===== config.mk =====
export PLATFORM = sky130hd
export DESIGN_NAME = edge_scale_input
export DESIGN_NICKNAME = d
export VERILOG_FILES = /design/src/rtl/edge_pkg.sv /design/src/rtl/st_skid_buffer.sv /design/src/rtl/edge_scale_input.sv
export SDC_FILE = /design/constraint.sdc
export NUM_CORES = 1
export LEC_CHECK = 0
export ABC_AREA = 1
export BUFFER_PORTS_ARGS = -buffer_cell sky130_fd_sc_hd__buf_4
export CAP_MARGIN = 20
export CORE_ASPECT_RATIO = 0.6
export CORE_MARGIN = 10
export CORE_UTILIZATION = 45
export CTS_BUF_LIST = sky130_fd_sc_hd__clkbuf_4 sky130_fd_sc_hd__clkbuf_8
export DETAILED_ROUTE_END_ITERATION = 8
export GPL_ROUTABILITY_DRIVEN = 0
export PLACE_DENSITY = 0.69
export REMOVE_ABC_BUFFERS = 1
export SYNTH_ARGS = -nofsm -noshare
export SYNTH_HDL_FRONTEND = slang
export SYNTH_SLANG_ARGS = --single-unit
export TNS_END_PERCENT = 100

===== constraint.sdc =====
create_clock -name clock_clk -period 1.85 [get_ports clock_clk]
set_input_delay 0.0925 -clock clock_clk [delete_from_list [all_inputs] [get_ports clock_clk]]
set_output_delay 0.0925 -clock clock_clk [all_outputs]
set_load 0.02 [all_outputs]

===== src/rtl/edge_pkg.sv =====
// Shared types for the edge-detect scalers: RGB444/RGB888 pixel structs,
// channel expansion and the input-side framing FSM state.
package edge_pkg;

   localparam int RGB444_W = 12;
   localparam int RGB888_W = 24;

   typedef struct packed {
      logic [3:0] r;
      logic [3:0] g;
      logic [3:0] b;
   } rgb444_t;

   typedef struct packed {
      logic [7:0] r;
      logic [7:0] g;
      logic [7:0] b;
   } rgb888_t;

   typedef enum logic {
      IDLE   = 1'b0,
      ACTIVE = 1'b1
   } scale_in_state_e;

   // Replicating the nibble maps 0x0 to 0x00 and 0xF to 0xFF, so full scale is kept.
   function automatic rgb888_t expand4to8(input rgb444_t px);
      rgb888_t o;
      o.r = {px.r, px.r};
      o.g = {px.g, px.g};
      o.b = {px.b, px.b};
      return o;
   endfunction

endpackage


===== src/rtl/st_skid_buffer.sv =====
// Two-entry Avalon-ST register slice (output register + skid register) carrying
// data, sop and eop; the sink ready is registered as the inverse of skid occupancy.
module st_skid_buffer #(
   parameter int W = 24
) (
   input  logic         clock_clk,
   input  logic         reset_n,
   input  logic [W-1:0] snk_data,
   input  logic         snk_sop,
   input  logic         snk_eop,
   input  logic         snk_valid,
   output logic         snk_ready,
   output logic [W-1:0] src_data,
   output logic         src_sop,
   output logic         src_eop,
   output logic         src_valid,
   input  logic         src_ready
);

   logic [W+1:0] out_beat;
   logic [W+1:0] skid_beat;
   logic         out_valid;
   logic         skid_valid;
   logic [W+1:0] snk_beat;

   assign snk_beat  = {snk_sop, snk_eop, snk_data};
   assign snk_ready = !skid_valid;

   // NOTE: the payload registers are reset as well, because the reset value of
   // the output data is observable on the port, not just the valid flag.
   always_ff @(posedge clock_clk or negedge reset_n) begin
      if (!reset_n) begin
         out_beat   <= '0;
         skid_beat  <= '0;
         out_valid  <= 1'b0;
         skid_valid <= 1'b0;
      end else if (!out_valid || src_ready) begin
         // NOTE: non-blocking assignments here so every register samples the
         // pre-edge values; blocking would let skid->out and out->port race.
         if (skid_valid) begin
            out_beat   <= skid_beat;
            out_valid  <= 1'b1;
            skid_valid <= 1'b0;
         end else begin
            out_valid <= snk_valid;
            if (snk_valid) out_beat <= snk_beat;
         end
      end else if (snk_valid && !skid_valid) begin
         skid_beat  <= snk_beat;
         skid_valid <= 1'b1;
      end
   end

   assign src_sop   = out_beat[W+1];
   assign src_eop   = out_beat[W];
   assign src_data  = out_beat[W-1:0];
   assign src_valid = out_valid;

endmodule


===== src/rtl/edge_scale_input.sv =====
// Avalon-ST RGB444 -> RGB888 sink adapter: drops beats outside packets, counts
// frames, registers the stream. Define EDGE_SCALE_IN_FRAME_CHECK_EN for frame_err.
module edge_scale_input
   import edge_pkg::*;
#(
   parameter int FRAME_W = 640,
   parameter int FRAME_H = 480,
   parameter int CNT_W   = 20
) (
   input  logic                clock_clk,
   input  logic                reset_n,
   input  logic [RGB444_W-1:0] data_in,
   input  logic                sop_in,
   input  logic                eop_in,
   input  logic                valid_in,
   output logic                ready_out,
   output logic [RGB888_W-1:0] data_out,
   output logic                sop_out,
   output logic                eop_out,
   output logic                valid_out,
   input  logic                ready_in,
   output logic [15:0]         frame_count,
   output logic                frame_err
);

   scale_in_state_e  state;
   logic [CNT_W-1:0] pix_cnt;
   logic             accept;
   logic             fwd;
   rgb888_t          px_exp;

   assign accept = valid_in && ready_out;
   // Outside a packet only a sop beat is forwarded; everything else is consumed.
   assign fwd    = accept && (state == ACTIVE || sop_in);
   assign px_exp = expand4to8(rgb444_t'(data_in));

   st_skid_buffer #(.W(RGB888_W)) u_skid (
      .clock_clk (clock_clk),
      .reset_n   (reset_n),
      .snk_data  (px_exp),
      .snk_sop   (sop_in),
      .snk_eop   (eop_in),
      .snk_valid (fwd),
      .snk_ready (ready_out),
      .src_data  (data_out),
      .src_sop   (sop_out),
      .src_eop   (eop_out),
      .src_valid (valid_out),
      .src_ready (ready_in)
   );

   always_ff @(posedge clock_clk or negedge reset_n) begin
      if (!reset_n) begin
         state       <= IDLE;
         pix_cnt     <= '0;
         frame_count <= '0;
      end else if (fwd) begin
         pix_cnt <= sop_in ? CNT_W'(1) : pix_cnt + CNT_W'(1);
         if (eop_in) begin
            state       <= IDLE;
            frame_count <= frame_count + 16'd1;
         end else begin
            state <= ACTIVE;
         end
      end
   end

`ifdef EDGE_SCALE_IN_FRAME_CHECK_EN
   localparam logic [CNT_W-1:0] FRAME_PIX = CNT_W'(FRAME_W * FRAME_H);

   logic [CNT_W-1:0] cnt_incl;
   logic             err_set;

   // Pixel count including the current beat, as seen on an eop.
   assign cnt_incl = sop_in ? CNT_W'(1) : pix_cnt + CNT_W'(1);
   assign err_set  = fwd && ((state == ACTIVE && sop_in) ||
                             (eop_in && cnt_incl != FRAME_PIX));

   always_ff @(posedge clock_clk or negedge reset_n) begin
      if (!reset_n)     frame_err <= 1'b0;
      else if (err_set) frame_err <= 1'b1;
   end
`else
   assign frame_err = 1'b0;
`endif

endmodule


==> flow_summary_export.csv, run 1 <==
group,metric,value,unit
timing,period_minus_slack,1540,ps
clock_tree,cts_inserted_buffers,5,
timing,tns,0,ps
setup_path,crit_buf_inv,3,
setup_path,critPathTopFamily,"flip-flops",
power,power_density,1300,nW/um^2
power,seqPwrFrac,42.3,%
synthesis,yosysSeqAreaShare,48.3,%
power,intPower,2.28,mW
setup_path,cp-end-kind,"primary output",
setup_path,critPathArrivalTime,1450,ps
synthesis,syn_inst,280,
detailed_routing,ant_nets,0,
timing,layout_worst_path_cycle_share,83.3,%
setup_path,slowest_stage,"dfrtp_1",
grt,antenna_found_initial,0,
timing,skew,11.1,ps
detailed_routing,wl,5.26,mm
detailed_routing,drc,0,
timing,max_slew_margin,60.0,%
synthesis,yosys_warnings,0,
grt,track_usage,12.1,%
power,p_sw,1.53,mW
clock_tree,insertion_delay,300,ps
clock_tree,cts_resized,0,
synthesis,synth.avg_cell_area,8.70,um^2
detailed_routing,route.vias.total,1873,
grt,grt_pass1_vias,1772,
run,maxCapViolations,0,
cells_and_area,fillers,475,
timing,slew_viol_final,0,
placement,place_hpwl,3.96,mm
clock_tree,cts_buffer_depth,2,
die,dieArea,8860,um^2
setup_path,required,1760,ps
timing,tightest_slew,600,ps
synthesis,syn-cell-area,2440,um^2
die,core,5150,um^2
timing,setup_ws,308,ps
setup_path,criticalPathCategory,"register to primary output",
grt,grt_pass1_wl,8.98,mm
timing,fmax,649,MHz
detailed_routing,vias_per_cell,4.72,
detailed_routing,dr.first_iter.drc_count,121,
clock_tree,h-tree-depth,2,
clock_tree,cts.sinks,47,
power,switching_share,40.2,%
clock_tree,cts_tree,"yes",
timing,final-hold-violation-count,0,
die,die_h,77.0,um
grt,globalRouteOverflowTotal,0,
placement,io_buffers,61,
cells_and_area,drive_above_1_share,30.2,%
cells_and_area,area_growth,20.0,%
clock_tree,post-cts-setup-buffers,0,
synthesis,ys_ff_latch,47,
cells_and_area,final_nets,349,
detailed_routing,routedWlPerCell,13.3,um
min_path,hold_path.class,"input pin to register",
setup_path,cp-start-kind,"register",
setup_path,crit_chain,"inv_1, buf_4, buf_4",
die,io_pins,63,
setup_path,critPathMaxStageDelay,590,ps
power,total_power,3.81,mW
grt,grt_max_degree,48,
synthesis,synth.distinct_cells,28,
clock_tree,cts-root-buf,"clkbuf_8",
die,rows,20,
power,vdd_drop_max,673,uV
cells_and_area,diodes,0,
status,status,"completed",
power,clkPwrFrac,16.7,%
die,die_x,115,um
power,p_leak,1.51,nW
setup_path,crit_top_cell,"buf_4",
timing,rsz0062_at_grt,"no",
placement,dp_slack,379,ps
power,p_comb_share,41.0,%
timing,setup_viol,0,
setup_path,cp_max_fo,21,
die,initial_core_util,47.3,%
clock_tree,path_clk_slew,90,ps
detailed_routing,firstDrtPassIters,4,
timing repair:
| item | CTS | global route |
|---|---|---|
| hold buffers | 1 | 0 |
| endpoints found under the setup margin | 0 | 0 |
| hold endpoints to repair | 47 | 0 |
stage by stage:
stage | cell area (um^2) | cells | hold WS [ps] | utilization (%)
after floorplan | 2280 | 260 | -203 | -
after global placement | 2830 | 388 | 141 | 54.8
after detailed placement | 2830 | 388 | 140 | 54.8
after CTS | 2920 | 397 | 16.4 | 56.7
after global routing | 2920 | 397 | 30.8 | 56.7
final | 2920 | 397 | 25.5 | 56.7
power groups by stage:
stage          Combinational [mW]  Clock [mW]  Sequential (mW)
2_1_floorplan               0.540           0             1.97
3_3_place_gp                 1.58           0             1.62
3_5_place_dp                 1.59           0             1.64
4_1_cts                      1.59       0.652             1.62
5_1_grt                      1.72       0.694             1.67
6_report                     1.56       0.635             1.61
worst paths after layout:
path | start | end | slack, ps | cells past startpoint
min | data_in[10] | u_skid.skid_beat[22]$_DFFE_PN0P_ | 30 | 3
max | u_skid.skid_valid$_DFFE_PN0P_ | ready_out | 310 | 3
min in group asynchronous | reset_n | u_skid.skid_beat[21]$_DFFE_PN0P_ | 340 | 2
max in group asynchronous | reset_n | state$_DFFE_PN0N_ | 1090 | 2
min reg2reg | u_skid.skid_beat[23]$_DFFE_PN0P_ | u_skid.skid_beat[23]$_DFFE_PN0P_ | 480 | 2
max reg2reg | frame_count[0]$_DFFE_PN0P_ | frame_count[14]$_DFFE_PN0P_ | 370 | 8
layout make-up:
type	count	area, um^2	share of cell area, %
clock buffer	6	76.3	2.61
clock inverter	2	12.5	0.428
inverter	32	123	4.19
multi-input combinational	181	978	33.5
sequential	47	1180	40.2
tap	66	82.6	2.82
timing repair buffer	63	475	16.3
worst register-to-register path: cells and delay by family, from the launching register on:
family	cells	cell delay (ps)
fa+ha+maj	1	200
simple gates	7	750
flops	1	440
Yosys cell counts:
library cell / instances / area, um^2
nor2_8: 1 / 20.0
o21ai_2: 17 / 149
ha_1: 1 / 12.5
o21ai_1: 3 / 15.0
nor2_1: 15 / 56.3
nor2_4: 3 / 33.8
nand3b_1: 2 / 15.0
xor2_1: 5 / 43.8
nand2_2: 1 / 6.26
nand3_1: 11 / 55.1
inv_2: 1 / 3.75
conb_1: 1 / 3.75
inv_1: 30 / 113
nor2_2: 1 / 6.26
dfrtp_1: 47 / 1180
nand4_1: 6 / 37.5
nand2_1: 87 / 327
nand3_4: 1 / 17.5
a21oi_1: 2 / 10.0
mux2i_1: 4 / 40.0
buf_6: 4 / 45.0
o21ai_0: 14 / 70.1
buf_2: 2 / 10.0
and2_1: 1 / 6.26
nand2_4: 4 / 45.0
inv_4: 1 / 6.26
buf_4: 14 / 105
xnor2_1: 1 / 8.76
flip-flops by register name, indices dropped and copies added, names as in the netlist:
name and cells:
u_skid.out_beat 14, u_skid.skid_valid 1, u_skid.src_valid 1, frame_count 16, u_skid.skid_beat 14, state 1
per-layer routing:
layer	vias up	wire [um]	GRT usage, %
met1	856	2530	16.7
li1	965	-	-
met5	-	0	0
met2	47	2310	17.5
met3	5	362	3.50
met4	0	60	4.06
cell families after synthesis:
group / count (synthesis) / synth area share, %
and+or+nand+nor: 133 / 25.7
buffers and inverters: 52 / 11.6
DFF: 47 / 48.3
AOI/OAI and AO/OA: 36 / 10.0
xor gates and xnor gates: 6 / 2.16
muxes: 4 / 1.64
adders and majority gates: 1 / 0.513
other: 1 / 0.154
cells in the final DEF (no fill, tap or decap), types with 2 or more instances in the layout:
cell      instances
nor2_1           15
inv_1            30
mux2i_1           4
buf_4            62
nand2_1          87
o21ai_0          14
dfrtp_1          47
a21oi_1           2
o21ai_1           3
o21ai_2          17
nor2_4            3
clkbuf_8          5
xor2_1            5
nand3_1          11
nand3b_1          2
nand4_1           6
nand2_4           4
Power figures use the tool's default switching activity.
==> run 2: changes to the inputs <==
==> constraint.sdc (replaced) <==
create_clock -name clock_clk -period 1.6 [get_ports clock_clk]
set_input_delay 0.08 -clock clock_clk [delete_from_list [all_inputs] [get_ports clock_clk]]
set_output_delay 0.08 -clock clock_clk [all_outputs]
set_load 0.02 [all_outputs]
==> run 2 against run 1 <==
Clock skew increased by 1.6 ps. Sequential power rose by 15%. Power increased by 20%. Via count grew 2.3%. Setup slack got worse by 180 ps. Sequential cell count is the same. Critical path type is now register to register. Critical endpoint is now frame_count[14]$_DFFE_PN0P_. Largest cell class unchanged.
==> flow_summary_export.csv, run 2 (same netlist as run 1, synthesis figures left out) <==
group,metric,value,unit
status,status,"completed",
cells_and_area,largest_reg_flops,16,
timing,skew,12.8,ps
power,clkPwrFrac,18.8,%
detailed_routing,vias_per_cell,4.79,
placement,dp_slack,177,ps
placement,place_inst,389,
clock_tree,cts_buffer_depth,2,
setup_path,r2r_cells,8,
power,p_leak,1.54,nW
setup_path,cp_max_fo,7,
grt,globalRouteOverflowTotal,0,
die,core,5150,um^2
clock_tree,cts_resized,0,
cells_and_area,drive_above_1_share,30.8,%
cells_and_area,layout.cells.non_filler,400,
setup_path,critPathArrivalTime,1670,ps
detailed_routing,routedWlPerCell,13.2,um
placement,io_buffers,61,
die,die_x,115,um
detailed_routing,drc,0,
power,power_density,1550,nW/um^2
cells_and_area,top_regs,"frame_count: 16 flops, u_skid.out_beat: 14 flops, u_skid.skid_beat: 14 flops",
grt,grt_pass1_wl,8.67,mm
power,p_sw,1.78,mW
timing,fmax,682,MHz
cells_and_area,top_register,"frame_count",
cells_and_area,diodes,0,
die,initial_core_util,47.3,%
grt,grt_pass1_vias,1735,
min_path,hold_path.class,"input pin to register",
grt,antenna_found_initial,0,
clock_tree,cts_inserted_buffers,5,
setup_path,cp-start-kind,"register",
detailed_routing,wl,5.29,mm
clock_tree,cts_tree,"yes",
clock_tree,h-tree-depth,2,
detailed_routing,firstDrtPassIters,5,
cells_and_area,final_cell_mix,"87 x nand2_1, 65 x buf_4, 47 x dfrtp_1",
power,seqPwrFrac,40.3,%
power,vdd_drop_max,820,uV
timing,max_slew_margin,61.3,%
clock_tree,cts-root-buf,"clkbuf_8",
clock_tree,insertion_delay,300,ps
timing,layout_worst_path_cycle_share,91.7,%
detailed_routing,dr.first_iter.drc_count,132,
detailed_routing,ant_nets,0,
die,die_h,77.0,um
power,intPower,2.81,mW
setup_path,criticalPathCategory,"register to register",
placement,place_hpwl,3.99,mm
cells_and_area,final_nets,352,
clock_tree,path_clk_slew,90,ps
timing,tightest_slew,581,ps
timing,setup_viol,0,
die,rows,20,
clock_tree,cts.sinks,47,
cells_and_area,area_growth,21.9,%
detailed_routing,route.vias.total,1917,
timing,setup_ws,133,ps
setup_path,cp-end-kind,"register",
timing,final-hold-violation-count,0,
min_path,hold_depth,3,
timing,period_minus_slack,1470,ps
grt,grt_max_degree,48,
power,p_comb_share,40.8,%
setup_path,required,1800,ps
cells_and_area,fin_util,57.6,%
power,total_power,4.59,mW
die,io_pins,63,
power,switching_share,38.7,%
die,dieArea,8860,um^2
grt,track_usage,11.8,%
timing,slew_viol_final,0,
run,maxCapViolations,0,
cells_and_area,final_common_cell,"nand2_1",
## run 2: cell types whose count changed in the layout (fill, tap and decap cells not counted), sizes merged
cell | previous run | this run
clkinvlp | 1 | 0
clkbuf | 6 | 5
bufinv | 0 | 1
clkinv | 1 | 2
buf | 62 | 65
## run 2: through the flow
| step | instance area, um^2 | hold WS (ps) | TNS (ps) |
|---|---|---|---|
| 2_1_floorplan | 2280 | -216 | 0 |
| 3_3_place_gp | 2830 | 127 | 0 |
| 3_5_place_dp | 2830 | 127 | 0 |
| 4_1_cts | 2960 | 12.4 | 0 |
| 5_1_grt | 2970 | 24.6 | -9.70 |
| 6_report | 2970 | 19.5 | 0 |
## run 2: routing by layer
metal  track usage, %  vias to the layer above  part of all wire, %
met3             3.57                        4                  6.7
met4             4.06                        0                  1.1
li1                 -                      970                    -
met2             17.4                       51                   46
met5                0                        -                    0
met1             15.9                      892                   46
## run 2: repair_timing
item / CTS / global route
hold buffers: 1 / 0
setup buffers: 0 / 2
setup endpoints to repair: 0 / 3
endpoints found under the hold margin: 47 / 0
## run 2: area by class of cell
type	count	area [um^2]
clock inverter	3	43.8
fill	458	2180
multi-input combinational	181	978
sequential	47	1180
tap	66	82.6
clock buffer	5	68.8
inverter	32	123
timing repair buffer	66	498
## run 2: power by group through the flow
stage          clock network, mW  registers (mW)  logic, mW
2_1_floorplan                  0            2.28      0.625
3_3_place_gp                   0            1.85       1.84
3_5_place_dp                   0            1.87       1.87
4_1_cts                    0.887            1.86       1.87
5_1_grt                    0.954            1.90       2.06
6_report                   0.865            1.85       1.87
## run 2: worst paths after layout
check                                                  from                               end  slack [ps]
hold reg to reg            u_skid.skid_beat[21]$_DFFE_PN0P_  u_skid.skid_beat[21]$_DFFE_PN0P_         480
hold / removal                                  data_in[11]  u_skid.skid_beat[23]$_DFFE_PN0P_          20
setup reg to reg                 frame_count[0]$_DFFE_PN0P_       frame_count[14]$_DFFE_PN0P_         130
max in group asynchronous                           reset_n       frame_count[13]$_DFFE_PN0P_         880
setup / recovery                 frame_count[0]$_DFFE_PN0P_       frame_count[14]$_DFFE_PN0P_         130
min in group asynchronous                           reset_n   u_skid.out_beat[21]$_DFFE_PN0P_         320
## run 2: critical path, stage by stage, from the launching register on
cell	delay, ps
dfrtp_1	410
ha_1	190
nand2_1	70
nor2_2	160
nand2_1	120
nor2_4	200
nand3_1	100
nand2_1	70
nand2_1	50
==> run 3: changes to the inputs <==
--- a/config.mk
+++ b/config.mk
@@ -14,7 +14,7 @@
 export CTS_BUF_LIST = sky130_fd_sc_hd__clkbuf_4 sky130_fd_sc_hd__clkbuf_8
 export DETAILED_ROUTE_END_ITERATION = 8
 export GPL_ROUTABILITY_DRIVEN = 0
-export PLACE_DENSITY = 0.69
+export PLACE_DENSITY = 0.71
 export REMOVE_ABC_BUFFERS = 1
 export SYNTH_ARGS = -nofsm -noshare
 export SYNTH_HDL_FRONTEND = slang
==> constraint.sdc (replaced) <==
create_clock -name clock_clk -period 1.2 [get_ports clock_clk]
set_input_delay 0.06 -clock clock_clk [delete_from_list [all_inputs] [get_ports clock_clk]]
set_output_delay 0.06 -clock clock_clk [all_outputs]
set_load 0.02 [all_outputs]
==> run 3 against run 2 <==
The flow now finishes with violations (negative setup slack). Power rose by 51%. Via count is 13% higher. Sequential share of layout area down 6.9 points. Highest routed layer unchanged. Clock skew down 2.5 ps. Die area is the same. Hold slack got worse by 1.6 ps. Maximum frequency up 6.9%.
==> flow_summary_export.csv, run 3 (same netlist as run 1, synthesis figures left out) <==
group,metric,value,unit
detailed_routing,firstDrtPassIters,4,
timing,slew_viol_final,0,
grt,grt_pass1_wl,9.80,mm
timing,fmax,729,MHz
clock_tree,cts-root-buf,"clkbuf_8",
clock_tree,cts_inserted_buffers,5,
clock_tree,cts_buffer_depth,2,
die,die_h,77.0,um
status,status,"finished with violations",
timing,skew,10.2,ps
cells_and_area,diodes,0,
detailed_routing,wl,6.90,mm
grt,track_usage,13.4,%
cells_and_area,top_register,"frame_count",
die,dieArea,8860,um^2
cells_and_area,final_cell_mix,"86 x buf_4, 67 x nand2_1, 45 x dfrtp_1",
clock_tree,cts_tree,"yes",
timing,rsz0062_at_grt,"yes",
die,initial_core_util,47.3,%
placement,io_buffers,61,
clock_tree,h-tree-depth,2,
setup_path,cp_max_fo,7,
detailed_routing,vias_per_cell,4.94,
timing,holdWs,17.9,ps
cells_and_area,drive_above_1_share,48.7,%
detailed_routing,dr.first_iter.drc_count,84,
cells_and_area,final_common_cell,"buf_4",
setup_path,cp-end-kind,"register",
cells_and_area,fin_area,3610,um^2
cells_and_area,top_regs,"frame_count: 16 flops, u_skid.out_beat: 14 flops, u_skid.skid_beat: 14 flops",
cells_and_area,final_nets,392,
setup_path,critPathArrivalTime,1560,ps
power,p_leak,1.79,nW
die,rows,20,
detailed_routing,drc,0,
setup_path,criticalPathCategory,"register to register",
die,die_x,115,um
clock_tree,cts.sinks,47,
detailed_routing,routedWlPerCell,15.7,um
die,io_pins,63,
die,core,5150,um^2
cells_and_area,fillers,375,
timing,final-hold-violation-count,0,
power,power_density,1920,nW/um^2
run,maxCapViolations,0,
timing,period_minus_slack,1370,ps
cells_and_area,area_growth,48.0,%
power,vdd_drop_max,1030,uV
timing,setup_ws,-172,ps
power,total_power,6.92,mW
placement,place_area,3000,um^2
clock_tree,insertion_delay,300,ps
cells_and_area,fin_util,70.0,%
min_path,hold_path.class,"input pin to register",
setup_path,required,1390,ps
timing,layout_worst_path_cycle_share,114,%
grt,grt_pass1_vias,2030,
status,violations,"negative setup slack",
detailed_routing,route.vias.total,2174,
placement,place_hpwl,4.27,mm
grt,globalRouteOverflowTotal,0,
timing,setup_viol,30,
grt,antenna_found_initial,0,
grt,grt_max_degree,27,
clock_tree,path_clk_slew,80,ps
setup_path,cp-start-kind,"register",
cells_and_area,largest_reg_flops,16,
detailed_routing,ant_nets,0,
timing,tns,-1610,ps
[run 3: cell types whose count changed in the layout (fill, tap and decap cells not counted), moves of 7 or more]
cell / delta
nor2_4: +7
nand2_8: +7
nor2_1: -7
nand2_1: -20
buf_6: +10
nand2_2: +13
buf_4: +21
[run 3: metrics by stage]
stage,cells,setup slack [ps]
global route,440,-251
detailed placement,409,-118
CTS,423,-75.2
finish,440,-172
global placement,409,-57.9
floorplan,260,-346
[run 3: worst max-delay path: stages, from the launching register on]
cell,delay (ps)
dfrtp_1,390
ha_2,200
nand2_2,70
nor2_4,100
nand2_2,70
nor2_4,220
nand3_2,100
nand2_1,70
nand2_1,40
[run 3: layout make-up]
class                           instances  area, um^2  share of cell area, %
Sequential cell                        47        1180                   32.7
Clock buffer                            8         104                   2.88
Timing Repair Buffer                  102         843                   23.4
Inverter                               32         141                   3.92
Multi-Input combinational cell        185        1260                   34.9
Tap cell                               66        82.6                   2.29
[run 3: worst paths after layout]
check | start | endpoint | slack, ps | cells after the start
hold reg to reg | u_skid.skid_beat[4]$_DFFE_PN0P_ | u_skid.skid_beat[4]$_DFFE_PN0P_ | 480 | 2
hold / removal | data_in[9] | u_skid.skid_beat[21]$_DFFE_PN0P_ | 20 | 3
min in group asynchronous | reset_n | u_skid.out_beat[14]$_DFFE_PN0P_ | 200 | 2
setup reg to reg | frame_count[0]$_DFFE_PN0P_ | frame_count[10]$_DFFE_PN0P_ | -170 | 8
max in group asynchronous | reset_n | u_skid.skid_valid$_DFFE_PN0P_ | 540 | 3
setup / recovery | frame_count[0]$_DFFE_PN0P_ | frame_count[10]$_DFFE_PN0P_ | -170 | 8
[run 3: power breakdown]
part	internal, mW	switching [mW]	total [mW]
Clock	0.550	0.533	1.08
Combinational	1.47	1.85	3.32
Sequential	2.09	0.433	2.52
[run 3: repair_timing]
| action | CTS | global route |
|---|---|---|
| hold buffers | 2 | 1 |
| cloned | 1 | 3 |
| resized for setup | 19 | 65 |
| pin swaps | 7 | 20 |
| hold endpoints to repair | 48 | 1 |
| setup endpoints to repair | 41 | 40 |
| buffers inserted | 3 | 13 |
[run 3: layer usage]
metal / wire (um) / part of all wire [%] / vias to the layer above / track usage (%)
met5: 0 / 0 / - / 0
met3: 382 / 5.5 / 4 / 4.04
met1: 3070 / 44 / 1057 / 17.1
li1: - / - / 1062 / -
met2: 3390 / 49 / 51 / 21.3
met4: 64 / 0.93 / 0 / 3.82
